$ cat src/rtl/fidus_axi4lite_slv_regfile.sv
// rtl/fidus_axi4lite_slv_regfile.sv - AXI4-Lite slave register file with programmable B/R response latency
// Independent write and read channel FSMs; one outstanding transaction per channel.
module fidus_axi4lite_slv_regfile #(
    parameter int AWIDTH     = 8,
    parameter int DWIDTH     = 16,
    parameter int NUM_REGS   = 16,
    parameter int WR_LATENCY = 0,
    parameter int RD_LATENCY = 0,
    parameter logic [DWIDTH-1:0] RESET_VALUE = '0
) (
    input  logic                       aclk,
    input  logic                       areset,
    input  logic [AWIDTH-1:0]          awaddr,
    input  logic                       awvalid,
    output logic                       awready,
    input  logic [DWIDTH-1:0]          wdata,
    input  logic [DWIDTH/8-1:0]        wstrb,
    input  logic                       wvalid,
    output logic                       wready,
    output logic [1:0]                 bresp,
    output logic                       bvalid,
    input  logic                       bready,
    input  logic [AWIDTH-1:0]          araddr,
    input  logic                       arvalid,
    output logic                       arready,
    output logic [DWIDTH-1:0]          rdata,
    output logic [1:0]                 rresp,
    output logic                       rvalid,
    input  logic                       rready,
    output logic [NUM_REGS*DWIDTH-1:0] regs_o
);
    localparam int NB    = DWIDTH / 8;
    localparam int SHIFT = $clog2(NB);
    localparam logic [AWIDTH:0] NREGS_W = (AWIDTH+1)'(NUM_REGS);
    localparam logic [1:0] OKAY = 2'b00, SLVERR = 2'b10;

    typedef enum logic [1:0] {W_IDLE, W_WAIT, W_RESP} wstate_t;
    typedef enum logic [1:0] {R_IDLE, R_WAIT, R_RESP} rstate_t;

    logic [DWIDTH-1:0] regs_q [NUM_REGS];

    wstate_t           wstate_q, wstate_d;
    logic              awready_q, awready_d, wready_q, wready_d, bvalid_q, bvalid_d;
    logic [1:0]        bresp_q, bresp_d;
    logic              aw_got_q, aw_got_d, w_got_q, w_got_d;
    logic [AWIDTH-1:0] awaddr_q, awaddr_d;
    logic [DWIDTH-1:0] wdata_q, wdata_d;
    logic [NB-1:0]     wstrb_q, wstrb_d;
    logic [7:0]        wcnt_q, wcnt_d;
    logic              aw_hs, w_hs, commit, w_inrange;
    logic [AWIDTH-1:0] w_addr, w_idx;
    logic [DWIDTH-1:0] w_data;
    logic [NB-1:0]     w_strb;

    rstate_t           rstate_q, rstate_d;
    logic              arready_q, arready_d, rvalid_q, rvalid_d;
    logic [1:0]        rresp_q, rresp_d;
    logic [DWIDTH-1:0] rdata_q, rdata_d, rd_val;
    logic [7:0]        rcnt_q, rcnt_d;
    logic              ar_hs, ar_inrange;
    logic [AWIDTH-1:0] ar_idx;

    // A channel captured in an earlier cycle is taken from its holding register.
    always_comb begin
        aw_hs     = (wstate_q == W_IDLE) && awvalid && awready_q;
        w_hs      = (wstate_q == W_IDLE) && wvalid && wready_q;
        w_addr    = aw_got_q ? awaddr_q : awaddr;
        w_data    = w_got_q ? wdata_q : wdata;
        w_strb    = w_got_q ? wstrb_q : wstrb;
        w_idx     = w_addr >> SHIFT;
        w_inrange = {1'b0, w_idx} < NREGS_W;
        commit    = (wstate_q == W_IDLE) && (aw_got_q || aw_hs) && (w_got_q || w_hs);

        wstate_d  = wstate_q;
        awready_d = awready_q;
        wready_d  = wready_q;
        bvalid_d  = bvalid_q;
        bresp_d   = bresp_q;
        aw_got_d  = aw_got_q;
        w_got_d   = w_got_q;
        awaddr_d  = awaddr_q;
        wdata_d   = wdata_q;
        wstrb_d   = wstrb_q;
        wcnt_d    = wcnt_q;
        case (wstate_q)
            W_IDLE: begin
                if (aw_hs) begin
                    aw_got_d  = 1'b1;
                    awaddr_d  = awaddr;
                    awready_d = 1'b0;
                end
                if (w_hs) begin
                    w_got_d  = 1'b1;
                    wdata_d  = wdata;
                    wstrb_d  = wstrb;
                    wready_d = 1'b0;
                end
                if (commit) begin
                    aw_got_d  = 1'b0;
                    w_got_d   = 1'b0;
                    awready_d = 1'b0;
                    wready_d  = 1'b0;
                    bresp_d   = w_inrange ? OKAY : SLVERR;
                    wcnt_d    = 8'd0;
                    if (WR_LATENCY == 0) begin
                        wstate_d = W_RESP;
                        bvalid_d = 1'b1;
                    end else begin
                        wstate_d = W_WAIT;
                    end
                end
            end
            W_WAIT: begin
                if (wcnt_q == 8'(WR_LATENCY - 1)) begin
                    wstate_d = W_RESP;
                    bvalid_d = 1'b1;
                end else begin
                    wcnt_d = wcnt_q + 8'd1;
                end
            end
            W_RESP: begin
                if (bready) begin
                    bvalid_d  = 1'b0;
                    awready_d = 1'b1;
                    wready_d  = 1'b1;
                    wstate_d  = W_IDLE;
                end
            end
            default: wstate_d = W_IDLE;
        endcase
    end

    always_ff @(posedge aclk or posedge areset) begin
        if (areset) begin
            wstate_q  <= W_IDLE;
            awready_q <= 1'b1;
            wready_q  <= 1'b1;
            bvalid_q  <= 1'b0;
            bresp_q   <= OKAY;
            aw_got_q  <= 1'b0;
            w_got_q   <= 1'b0;
            awaddr_q  <= '0;
            wdata_q   <= '0;
            wstrb_q   <= '0;
            wcnt_q    <= 8'd0;
        end else begin
            wstate_q  <= wstate_d;
            awready_q <= awready_d;
            wready_q  <= wready_d;
            bvalid_q  <= bvalid_d;
            bresp_q   <= bresp_d;
            aw_got_q  <= aw_got_d;
            w_got_q   <= w_got_d;
            awaddr_q  <= awaddr_d;
            wdata_q   <= wdata_d;
            wstrb_q   <= wstrb_d;
            wcnt_q    <= wcnt_d;
        end
    end

    always_ff @(posedge aclk or posedge areset) begin
        if (areset) begin
            for (int i = 0; i < NUM_REGS; i++) regs_q[i] <= RESET_VALUE;
        end else if (commit && w_inrange) begin
            for (int i = 0; i < NUM_REGS; i++)
                if (w_idx == AWIDTH'(i))
                    for (int k = 0; k < NB; k++)
                        if (w_strb[k]) regs_q[i][k*8 +: 8] <= w_data[k*8 +: 8];
        end
    end

    // Read samples the pre-commit array, so a same-edge write returns the old value.
    always_comb begin
        ar_hs      = (rstate_q == R_IDLE) && arvalid && arready_q;
        ar_idx     = araddr >> SHIFT;
        ar_inrange = {1'b0, ar_idx} < NREGS_W;
        rd_val     = '0;
        for (int i = 0; i < NUM_REGS; i++)
            if (ar_idx == AWIDTH'(i)) rd_val = regs_q[i];

        rstate_d  = rstate_q;
        arready_d = arready_q;
        rvalid_d  = rvalid_q;
        rresp_d   = rresp_q;
        rdata_d   = rdata_q;
        rcnt_d    = rcnt_q;
        case (rstate_q)
            R_IDLE: begin
                if (ar_hs) begin
                    rdata_d   = rd_val;
                    rresp_d   = ar_inrange ? OKAY : SLVERR;
                    arready_d = 1'b0;
                    rcnt_d    = 8'd0;
                    if (RD_LATENCY == 0) begin
                        rstate_d = R_RESP;
                        rvalid_d = 1'b1;
                    end else begin
                        rstate_d = R_WAIT;
                    end
                end
            end
            R_WAIT: begin
                if (rcnt_q == 8'(RD_LATENCY - 1)) begin
                    rstate_d = R_RESP;
                    rvalid_d = 1'b1;
                end else begin
                    rcnt_d = rcnt_q + 8'd1;
                end
            end
            R_RESP: begin
                if (rready) begin
                    rvalid_d  = 1'b0;
                    arready_d = 1'b1;
                    rstate_d  = R_IDLE;
                end
            end
            default: rstate_d = R_IDLE;
        endcase
    end

    always_ff @(posedge aclk or posedge areset) begin
        if (areset) begin
            rstate_q  <= R_IDLE;
            arready_q <= 1'b1;
            rvalid_q  <= 1'b0;
            rresp_q   <= OKAY;
            rdata_q   <= '0;
            rcnt_q    <= 8'd0;
        end else begin
            rstate_q  <= rstate_d;
            arready_q <= arready_d;
            rvalid_q  <= rvalid_d;
            rresp_q   <= rresp_d;
            rdata_q   <= rdata_d;
            rcnt_q    <= rcnt_d;
        end
    end

    assign awready = awready_q;
    assign wready  = wready_q;
    assign bvalid  = bvalid_q;
    assign bresp   = bresp_q;
    assign arready = arready_q;
    assign rvalid  = rvalid_q;
    assign rresp   = rresp_q;
    assign rdata   = rdata_q;

    for (genvar g = 0; g < NUM_REGS; g++) begin : g_flat
        assign regs_o[g*DWIDTH +: DWIDTH] = regs_q[g];
    end
endmodule
$ cat config.mk
export PLATFORM = sky130hd
export DESIGN_NAME = fidus_axi4lite_slv_regfile
export DESIGN_NICKNAME = d
export VERILOG_FILES = /design/src/rtl/fidus_axi4lite_slv_regfile.sv
export SDC_FILE = /design/constraint.sdc
export NUM_CORES = 1
export LEC_CHECK = 0
export CORE_ASPECT_RATIO = 1.4
export CORE_MARGIN = 2
export CORE_UTILIZATION = 25
export CTS_BUF_LIST = sky130_fd_sc_hd__clkbuf_4
export CTS_CLUSTER_SIZE = 24
export DETAILED_ROUTE_END_ITERATION = 6
export SLEW_MARGIN = 30
export SYNTH_ARGS = -nofsm -noshare
export SYNTH_HDL_FRONTEND = slang
export SYNTH_SLANG_ARGS = --single-unit
$ cat constraint.sdc
create_clock -name aclk -period 29.2 [get_ports aclk]
set_clock_uncertainty 0.15 [all_clocks]
set_input_delay 7.3 -clock aclk [delete_from_list [all_inputs] [get_ports aclk]]
set_output_delay 7.3 -clock aclk [all_outputs]
set_load 0.005 [all_outputs]
==> Yosys cells after proc, flatten, opt, wreduce, memory -nomap -nowiden <==
Index checks and enable logic that the tools add are counted.
{ "word_totals": {"word_cells": 226, "out_inout_bits": 281, "regBits": 329, "in_bits": 41} }
{ "classes": {"n_reduce_logical": 70, "eq_ne": 46, "muxes": 57, "n_addsub": 2, "magnitude_cmp": 2} }
{ "ops": {"columns": ["op", "count"], "rows": [
  ["$mux W16", 17],
  ["$reduce_and A3 Y1", 39],
  ["$eq A7 B4 Y1 const B", 16],
  ["$eq A7 B3 Y1 const B", 8],
  ["$mux W8", 5],
  ["$pmux W8 S2", 2],
  ["$eq A7 B2 Y1 const B", 4],
  ["$mux W2", 9],
  ["$mux W1", 17],
  ["$add A8 B1 Y8 const B", 2],
  ["$eq A8 B8 Y1 const B", 2],
  ["$logic_not A8 Y1", 2],
  ["$ne A2 B2 Y1 const B", 8],
  ["$eq A7 B1 Y1 const B", 2],
  ["$lt A7 B5 Y1 const B", 2],
  ["$pmux W2 S3", 2],
  ["$reduce_and A2 Y1", 6],
  ["$reduce_bool A2 Y1", 6],
  ["$logic_and A1 B1 Y1", 9],
  ["$reduce_and A4 Y1", 2],
  ["$ne A3 B3 Y1 const B", 2],
  ["$pmux W1 S2", 3],
  ["$pmux W1 S3", 2],
  ["$reduce_bool A3 Y1", 2],
  ["other kinds (4)", 8]
]} }

==> Longest topological paths before layout <==
Gate-level depths: netlist (run 1).
{ "logic_depth": {"ltp_word": 17, "ltp_mapped": 9, "depth_no_buf": 5} }

==> Worst setup path after synthesis (run 1) <==
Ideal clock, no wire load.
{ "synth_timing": {"path_kind": "in2reg", "start": "input port awaddr[7]", "end": "register regs_q, in the netlist regs_o[176]", "setup_ns": 0.125, "arrival_ns": 9.410, "n_path_buf": 3, "slack_ns": 19.515, "path_stages": 8, "t_required_ns": 28.925, "cell_sequence": "or4_4 and2_1 buf_2 or4b_1 buf_6 nand2b_4 buf_6 mux2_4"} }
{ "synth_via": {"elab_chain_len": 4, "elab_cells_between_ends": 5, "classes_between": "order compare: 1; eq/ne: 1; mux: 1; reduce/logical: 2"} }
{ "synth_lines": {"columns": ["element", "line", "text"], "rows": [
  ["from (decl)", "13", "input logic [AWIDTH-1:0] awaddr,"],
  ["$mux W8 *", "67", "w_addr = aw_got_q ? awaddr_q : awaddr;"],
  ["$lt A7 B5 Y1", "71", "w_inrange = {1'b0, w_idx} < NREGS_W;"],
  ["$logic_and A1 B1 Y1", "164", "end else if (commit && w_inrange) begin"],
  ["$reduce_and A3 Y1 (no source line) *", null, null],
  ["to (signal, indexed assignment)", "168", "if (w_strb[k]) regs_q[i][k*8 +: 8] <= w_data[k*8 +: 8];"],
  ["to (decl)", "40", "logic [DWIDTH-1:0] regs_q [NUM_REGS];"]
]} }
Mark *: on every way between the ends. The rest lies on a longest branch, timed or not.
A chain may end at the register's enable or synchronous reset.

==> Worst setup path after layout (run 1) <==
{ "layout_timing": {"start": "input port awaddr[7]", "end": "register regs_q, in the netlist regs_o[126]"} }
Same word-level chain as after synthesis.

==> impl_metrics.py, run 1 <==
metrics = {
    "setup_path": {
        "cp-startpoint": "awaddr[7]",
        "worstPathArrival_ps": 10640,
        "critPathMaxFanout": 9,
        "crit_type": "in2reg",
        "r2r-start": "aw_got_q$_DFFE_PP0P_",
        "end_kind": "register",
        "cpPeakStageDelay_ps": 930,
        "crit_path_top_delay_cell": "nor4_1",
        "start_kind": "input pin",
        "crit_chain": "clkdlybuf4s50_1 > or4_4 > and2_1 > nor4_1 > nand2_1 > mux2_2",
        "crit_required_ps": 29700,
    },
    "routing": {
        "ant_nets": 0,
        "drc": 0,
        "drt_wl_total_um": 55520,
        "vias": 10900,
        "highest_layer": "met4",
        "route.met2.wl_um": 27180,
        "wire_per_inst_um": 24.82,
        "met3_wirelength_um": 3673,
        "wl_met1_um": 21700,
        "via_per_inst": 4.874,
        "drt_iter0_markers": 617,
        "dr.pass1.iters": 5,
    },
    "final_layout": {
        "ff_latch_area_mm2": 0.007662,
        "drive_above_1_share_pct": 26.31,
        "final_common_cell": "clkdlybuf4s50_1",
        "area_growth_syn_to_layout_pct": 34.66,
        "final_util_pct": 33.96,
        "multi_input_area_mm2": 0.006459,
        "final_cell_mix": "clkdlybuf4s50_1 (314), dfrtp_1 (302), mux2_2 (155)",
        "nets": 1470,
        "n_fill_cell": 5695,
    },
    "synthesis": {
        "seq_area_frac_synth_pct": 52.94,
        "synth_area_mm2": 0.01447,
        "synthCells": 1081,
        "synth_top_cell_by_area": "dfrtp_1",
        "ys_warn_count": 0,
        "async_flop_share_pct": 100.0,
        "yosysTopAreaCellShare_pct": 52.39,
        "synth_edf_count": 0,
        "synthTopCellsByArea": "dfrtp_1 (52%), mux2_2 (12%), mux2_1 (11%), mux4_2 (5.0%), nand2_1 (1.8%)",
        "synth.avg_cell_area_um2": 13.39,
        "synth_top_flop_cell": "dfrtp_1",
        "ys_ff_latch": 306,
        "synth_cell_types": 63,
    },
    "clocking": {
        "cts-root-buf": "clkbuf_4",
        "post-cts-setup-buffers": 0,
        "hold_buffers": 0,
        "cts_sinks": 306,
        "cts_max_level": 3,
        "clk_latency_ps": 820,
        "path_clk_slew_ps": 60,
        "cts.repair.resized": 0,
        "cts_buffer_depth": 3,
        "cts_tree": "yes",
        "numCtsBuffers": 85,
    },
    "sta": {
        "setup_violations": 0,
        "worst_pin_slew_ps": 1058,
        "slew_headroom_pct": 28.82,
        "finalCritPeriodShare_pct": 34.73,
        "final_hold_viol_count": 0,
        "grt_setup_unrepaired": "false",
        "period_minus_slack_ps": 10140,
        "setup_tns_ps": 0,
        "drv_slew": 0,
        "fmax_mhz": 98.61,
    },
    "worst_hold_path": {
        "hold_path_startpoint": "awaddr_q[5]$_DFFE_PP0P_",
        "hp-class": "reg2reg",
    },
    "power": {
        "power_density_mw_per_mm2": 56.48,
        "ir_worst_vdd_v": 0.00004131,
        "intPower_uw": 760.9,
        "swShare_pct": 30.87,
        "p_comb_share_pct": 18.7,
        "p_switching_uw": 339.8,
        "p_leak_nw": 8.758,
        "p_seq_share_pct": 44.5,
        "clkPwrFrac_pct": 36.8,
    },
    "floorplanning": {
        "die_x_um": 207.3,
        "rows": 104,
        "die_area_mm2": 0.05985,
        "start_util_pct": 25.22,
        "die_y_um": 288.7,
        "coreArea_mm2": 0.05739,
        "pin_count": 322,
    },
    "place": {
        "portBuffers": 317,
        "dp_hpwl_um": 40690,
        "gp_congestion": 0.8195,
    },
    "grt": {
        "grt_max_degree": 100,
        "grt.overflow.total": 0,
        "grt_pass1_wl_um": 80560,
        "grt_pass1_vias": 11420,
        "antenna_found_initial": 2,
        "grt_usage_pct": 18.30,
    },
    "status": {
        "outcome": "complete, no violations",
    },
    "run": {
        "drv_cap": 0,
    },
}
-- cell usage after synthesis, types with 3 or more instances --
cell type / n
o2bb2ai_1: 3
o32ai_1: 4
nor2_1: 24
inv_1: 16
nor3_1: 12
mux2_2: 155
buf_2: 5
mux2_1: 137
a2111oi_0: 3
nor2_4: 22
mux2i_1: 16
dfstp_2: 3
a211o_1: 3
buf_1: 7
dfrtp_1: 303
a21oi_1: 27
o22ai_1: 12
mux4_2: 32
or4b_1: 3
a31oi_1: 10
nand2_1: 70
or4_1: 3
clkbuf_1: 51
a22oi_1: 13
a211oi_1: 9
o211ai_1: 3
nor4_1: 4
nand3_1: 7
nor2b_1: 7
o21ai_0: 38
buf_6: 4
mux2_4: 16
nand2b_1: 6
a221oi_1: 5
o221ai_1: 10
and2_1: 5
-- power by group through the flow --
stage,clock network [mW],registers [mW],logic (mW)
after global placement,0,0.495,0.204
after floorplan,0,0.486,0.123
after CTS,0.418,0.489,0.208
final,0.405,0.489,0.206
after global routing,0.442,0.494,0.224
after detailed placement,0,0.497,0.207
-- sequential cells by signal, summed over array words and instances (netlist names) --
signal / flops
rvalid: 1
awready: 1
rresp: 1
w_got_q: 1
aw_got_q: 1
wdata_q: 16
wstate_q: 1
rdata: 16
wstrb_q: 2
wready: 1
arready: 1
awaddr_q: 7
regs_o: 256
bresp: 1
-- metal layers --
| layer | up-vias | track usage, % |
|---|---|---|
| li1 | 4764 | - |
| met1 | 5670 | 21.03 |
| met2 | 361 | 30.23 |
| met3 | 108 | 5.676 |
| met4 | 0 | 10.57 |
| met5 | - | 0 |
-- stage by stage --
stage	cell area [um2]	worst slack, ps	instances	hold slack [ps]	power (mW)
after global placement	18370	18310	2084	306.1	0.6981
after detailed placement	18380	18290	2084	316.7	0.7039
after CTS	19470	19190	2232	332.3	1.116
after global routing	19480	19010	2236	361.0	1.160
after floorplan	14480	13300	1082	287.8	0.6084
final	19490	19060	2237	326.1	1.101
-- cell type report --
cell class                 count  share of cell area [%]
sequential                   306                   39.32
multi-input combinational    689                   33.14
timing repair buffer         329                   16.73
clock buffer                 126                   4.854
tap                          742                   4.764
clock inverter                22                  0.7384
inverter                      18                  0.3852
antenna                        5                 0.06421
-- cells by family (layout without fill, tap and decap cells) --
| kind of cell | count (synthesis) | count (layout) | synth area share (%) |
|---|---|---|---|
| buffers and inverters | 87 | 495 | 2.559 |
| AOI/OAI and AO/OA | 153 | 153 | 6.960 |
| DFF | 306 | 306 | 52.94 |
| muxes | 356 | 356 | 30.47 |
| other | 1 | 7 | 0.02591 |
| and+or+nand+nor | 178 | 178 | 7.047 |
-- critical path: cells and delay by family --
family,cells,cell delay (ps)
and+or+nand+nor,4,2460
muxes,1,460
buffers and inverters,1,420
-- path summary, 6_finish.rpt --
| kind | to | slack (ps) | cells past startpoint |
|---|---|---|---|
| setup / recovery | regs_o[126]$_DFFE_PP0P_ | 19060 | 6 |
| hold / removal | awaddr_q[5]$_DFFE_PP0P_ | 330 | 2 |
| setup reg to reg | regs_o[126]$_DFFE_PP0P_ | 25400 | 5 |
| hold reg to reg | awaddr_q[5]$_DFFE_PP0P_ | 330 | 2 |
| max in group asynchronous | regs_o[126]$_DFFE_PP0P_ | 19960 | 4 |
| min in group asynchronous | regs_o[197]$_DFFE_PP0P_ | 6880 | 2 |
Power figures use the tool's default switching activity.
==> run 2, diff against run 1 <==
- clock period: 29.2 -> 8.7 ns (I/O delays scaled with it)
==> impl_metrics.py, run 2 (synthesis gave the netlist of run 1 again) <==
metrics = {
    "status": {
        "outcome": "complete, no violations",
    },
    "setup_path": {
        "reg2reg_to": "regs_o[120]$_DFFE_PP0P_",
        "crit_chain": "clkdlybuf4s50_1 > or4_4 > and2_1 > nor4_1 > nand2_1 > mux2_2",
        "crit_type": "in2reg",
        "crit_required_ps": 9160,
        "end_kind": "register",
        "ff2ff_setup_slack_ps": 5030,
        "worstPathArrival_ps": 5380,
        "crit_path_top_delay_cell": "nor4_1",
        "worst_r2r_path_depth": 5,
        "start_kind": "input pin",
        "cpPeakStageDelay_ps": 810,
        "critPathMaxFanout": 9,
        "r2r-start": "aw_got_q$_DFFE_PP0P_",
    },
    "sta": {
        "worst_pin_slew_ps": 1017,
        "setup_violations": 0,
        "grt_setup_unrepaired": "false",
        "setup_tns_ps": 0,
        "holdWs_ps": 315.1,
        "final_hold_viol_count": 0,
        "drv_slew": 0,
        "finalCritPeriodShare_pct": 56.60,
        "period_minus_slack_ps": 4925,
        "fmax_mhz": 203.1,
        "slew_headroom_pct": 32.18,
    },
    "routing": {
        "ant_nets": 0,
        "via_per_inst": 4.851,
        "wire_per_inst_um": 24.81,
        "dr.pass1.iters": 5,
        "vias": 10830,
        "drc": 0,
        "drt_wl_total_um": 55410,
        "drt_iter0_markers": 652,
    },
    "clocking": {
        "numCtsBuffers": 83,
        "cts_buffer_depth": 3,
        "cts_tree": "yes",
        "cts.repair.resized": 0,
        "cts_max_level": 3,
        "clk_latency_ps": 750,
        "hold_buffers": 0,
        "cts_sinks": 306,
        "post-cts-setup-buffers": 0,
        "path_clk_slew_ps": 60,
        "cts-root-buf": "clkbuf_4",
    },
    "floorplanning": {
        "pin_count": 322,
        "start_util_pct": 25.22,
        "die_x_um": 207.3,
        "die_area_mm2": 0.05985,
        "rows": 104,
        "die_y_um": 288.7,
        "coreArea_mm2": 0.05739,
    },
    "grt": {
        "grt_pass1_wl_um": 80810,
        "antenna_found_initial": 2,
        "grt_max_degree": 168,
        "grt_usage_pct": 18.26,
        "grt_pass1_vias": 11570,
        "grt.overflow.total": 0,
    },
    "power": {
        "power_density_mw_per_mm2": 184.3,
        "p_leak_nw": 8.706,
        "ir_worst_vdd_v": 0.0001191,
    },
    "final_layout": {
        "area_growth_syn_to_layout_pct": 34.25,
        "final_cell_mix": "clkdlybuf4s50_1 (314), dfrtp_1 (302), mux2_2 (155)",
        "final_common_cell": "clkdlybuf4s50_1",
        "largest_reg_flops": 256,
        "nets": 1469,
        "drive_above_1_share_pct": 25.49,
    },
    "place": {
        "portBuffers": 317,
        "dp_hpwl_um": 40740,
        "gp_congestion": 0.8196,
    },
    "worst_hold_path": {
        "hold_path_startpoint": "awaddr_q[7]$_DFFE_PP0P_",
        "hp-class": "reg2reg",
        "holdPathEnd": "awaddr_q[7]$_DFFE_PP0P_",
        "whs_path_depth": 2,
    },
    "run": {
        "drv_cap": 0,
    },
}
## run 2: cell types whose count changed in the layout (fill, tap and decap cells not counted)
| cell | before | now |
|---|---|---|
| clkinv_2 | 7 | 3 |
| clkinv_1 | 12 | 22 |
| bufinv_16 | 2 | 0 |
| diode_2 | 5 | 4 |
| buf_16 | 0 | 1 |
| inv_2 | 3 | 2 |
| clkinvlp_4 | 0 | 1 |
| buf_6 | 2 | 0 |
| clkbuf_4 | 126 | 119 |
| buf_12 | 0 | 2 |
| inv_8 | 1 | 0 |
## run 2: per-layer routing
layer / track usage, % / up-vias / wire length, um
li1: - / 4757 / -
met1: 21.22 / 5580 / 21640
met2: 30.36 / 399 / 27240
met3: 5.742 / 96 / 3813
met4: 9.393 / 0 / 2723
met5: 0 / - / 0
## run 2: worst max-delay path: cells and delay by family
family        cells  cell delay (ps)
mux               1              460
simple gates      4             2330
buf+inv           1              420
## run 2: final cells by class
class / instances / area [um2]
clock buffer: 119 / 893.4
sequential: 306 / 7662
inverter: 18 / 71.32
antenna: 4 / 10.01
clock inverter: 25 / 97.59
tap: 742 / 928.4
fill: 5695 / 37960
timing repair buffer: 330 / 3306
multi-input combinational: 689 / 6459
## run 2: through the flow
stage | area (um2) | power (mW) | cells | setup slack, ps | util (%)
final | 19430 | 3.580 | 2233 | 3775 | 33.85
after global routing | 19420 | 3.786 | 2231 | 3697 | 33.85
after CTS | 19390 | 3.636 | 2228 | 3951 | 33.79
after detailed placement | 18400 | 2.365 | 2084 | 3102 | 32.06
after global placement | 18400 | 2.344 | 2084 | 3133 | 32.06
after floorplan | 14480 | 2.043 | 1082 | 2306 | -
## run 2: worst max-delay path by stage
stage | from | to | depth (start not counted)
after floorplan | areset | aw_got_q$_DFFE_PP0P_ | 1
after global placement | awaddr[7] | regs_o[127]$_DFFE_PP0P_ | 6
after detailed placement | awaddr[7] | regs_o[120]$_DFFE_PP0P_ | 6
after CTS | awaddr[7] | regs_o[120]$_DFFE_PP0P_ | 6
after global routing | awaddr[7] | regs_o[211]$_DFFE_PP0P_ | 6
final | awaddr[7] | regs_o[120]$_DFFE_PP0P_ | 6
## run 2: power breakdown
group / switching, mW / internal (mW) / total [mW] / leakage (nW)
registers: 0.0956 / 1.55 / 1.64 / 4.19
logic: 0.406 / 0.290 / 0.696 / 3.92
clock network: 0.617 / 0.627 / 1.24 / 0.596
==> variant (settings of run 2) <==
`wdata_q` no longer has a reset.
--- a/src/rtl/fidus_axi4lite_slv_regfile.sv
+++ b/src/rtl/fidus_axi4lite_slv_regfile.sv
@@ -140,7 +140,6 @@
             aw_got_q  <= 1'b0;
             w_got_q   <= 1'b0;
             awaddr_q  <= '0;
-            wdata_q   <= '0;
             wstrb_q   <= '0;
             wcnt_q    <= 8'd0;
         end else begin
@@ -152,10 +151,13 @@
             aw_got_q  <= aw_got_d;
             w_got_q   <= w_got_d;
             awaddr_q  <= awaddr_d;
-            wdata_q   <= wdata_d;
             wstrb_q   <= wstrb_d;
             wcnt_q    <= wcnt_d;
         end
+    end
+
+    always_ff @(posedge aclk) begin
+        wdata_q <= wdata_d;
     end
 
     always_ff @(posedge aclk or posedge areset) begin
Function: not settled (the Yosys comparison gave no result); the edit may change what the design does.
==> variant against run 2 <==
- global-route usage increased by 0.39 points
- area after synthesis is 0.16% higher
- cell area increased by 0.52%
- sequential power up 12%
- sequential cell count unchanged
- combinational power grew 51%
- routed wire length rose by 2.9%
- total power up 18%
- die area grew 0.16%
- worst setup slack better by 0.32 ns
==> variant: results (changes against run 2) <==
- Status: completed (unchanged)
- Pin count of the biggest net entering global routing: 160 (was 168)
- Met3 wire len: 3.90 mm (was 3.81 mm)
- Compound-gate portion of the synthesized area: 0.0833 (was 0.0696)
- Post-synth ARST share: 0.948 (was 1.00)
- Vias in the first global route: 11548 (was 11565)
- Nets: 1490 (was 1469)
- Syn Inst Count: 1107 (was 1081)
- Synth unique cells: 72 (was 63)
- DP Area: 0.0184 mm² (about the same)
- Share of cells above drive strength 1: 0.325 (was 0.255)
- Detailed Route Iter0 Violations: 502 (was 652)
- EDFF count, synth: 16 (was 0)
- Placed Cells: 2105 (was 2084)
- Register-to-register setup slack: 5.45 ns (was 5.03 ns)
- Placer congestion estimate: 0.814 (was 0.820)
- Non-filler instance count after layout: 2255 (was 2233)
- # fillers: 5668 (was 5695)
- Mux cell area share after synthesis: 0.278 (was 0.305)
- First-pass GRT wire length: 81.8 mm (was 80.8 mm)
- Crit path max fanout: 12 (was 9)
- Latest clock arrival within the worst-skew pair: 0.79 ns (was 0.75 ns)
- Arr. time, crit path: 5.14 ns (was 5.38 ns)
- Synth cell count leaders: dfrtp_1, mux2_2, nand2_1 (was dfrtp_1, mux2_2, mux2_1)
- Psw: 1310 µW (was 1120 µW)
- Post-CTS Setup Repair Bufs: 0 (unchanged)
- Average wire per cell in the routed design: 25.3 µm (was 24.8 µm)
- WL met1: 23.1 mm (was 21.6 mm)
- WL met2: 27.7 mm (was 27.2 mm)
- Synth top area cells: dfrtp_1, mux2_2, mux4_2 (was dfrtp_1, mux2_2, mux2_1)
- Leak pwr: 0.00854 µW (was 0.00871 µW)
- Via count: 11117 (was 10832)
- H-tree levels: 3 (unchanged)
- Top layer reached by signal wires: met5 (was met4)
- Gr usage total: 0.187 (was 0.183)
- Register area share after synthesis: 0.534 (was 0.529)
- DP HPWL: 41.6 mm (was 40.7 mm)
- Relative slew margins: 0.453 (was 0.322)
- Pre-CTS WS: 3.29 ns (was 3.10 ns)
## variant: changes by cell type after synthesis, moves of 12 or more
cell	change
buf_2	+25
clkbuf_1	-12
dfrtp_1	-16
edfxtp_1	+16
mux2_1	-132
mux2_2	+127
mux2_4	-16
nand2_1	-16
nor2_1	+19
nor2_4	-16
o21ai_0	-12
## variant: metrics by stage
stage	power, µW	hold slack, ns
final	4230	0.352
after CTS	4290	0.355
after global routing	4450	0.373
after global placement	2880	0.317
after floorplan	2280	0.317
after detailed placement	2910	0.343
## variant: power by group through the flow
stage / combinational [µW] / clock [µW] / sequential, µW
CTS: 1060 / 1410 / 1830
floorplan: 469 / 0 / 1810
detailed placement: 1050 / 0 / 1850
finish: 1050 / 1350 / 1830
global route: 1120 / 1470 / 1860
global placement: 1040 / 0 / 1840
## variant: cells by family after synthesis
group,after synthesis
compound gates,169
simple gates,203
mux,336
other cells,1
flops,306
buf+inv,92
## variant: final timing paths
path	end	cells past startpoint	start
worst min-delay path	rdata[4]	2	rdata[4]
worst min register to register	rdata[4]	2	rdata[4]
worst max-delay path	rdata[7]	6	araddr[4]
min in group asynchronous	regs_o[218]	2	areset
max in group asynchronous	regs_o[36]	4	areset
worst max register to register	regs_o[210]	5	w_got_q
## variant: critical path, cell delays in order
cell	delay (ns)
clkdlybuf4s50_1	0.81
nor4b_2	0.69
and2_1	0.72
o211ai_1	0.21
and3_1	0.23
o41ai_1	0.30
## variant: routing by layer
metal  track usage  up-vias
met5             0        -
met3        0.0524      107
li1              -     4857
met1         0.225     5700
met2         0.310      451
met4        0.0868        2
## variant: area by class of cell
type | instances | share of cell area
diodes | 2 | 0.000256
clock buffers | 126 | 0.0484
clock inverters | 21 | 0.00756
inverters | 12 | 0.00250
multi-input cells | 710 | 0.325
flip-flops and latches | 306 | 0.396
well taps | 742 | 0.0475
repair buffers | 336 | 0.172
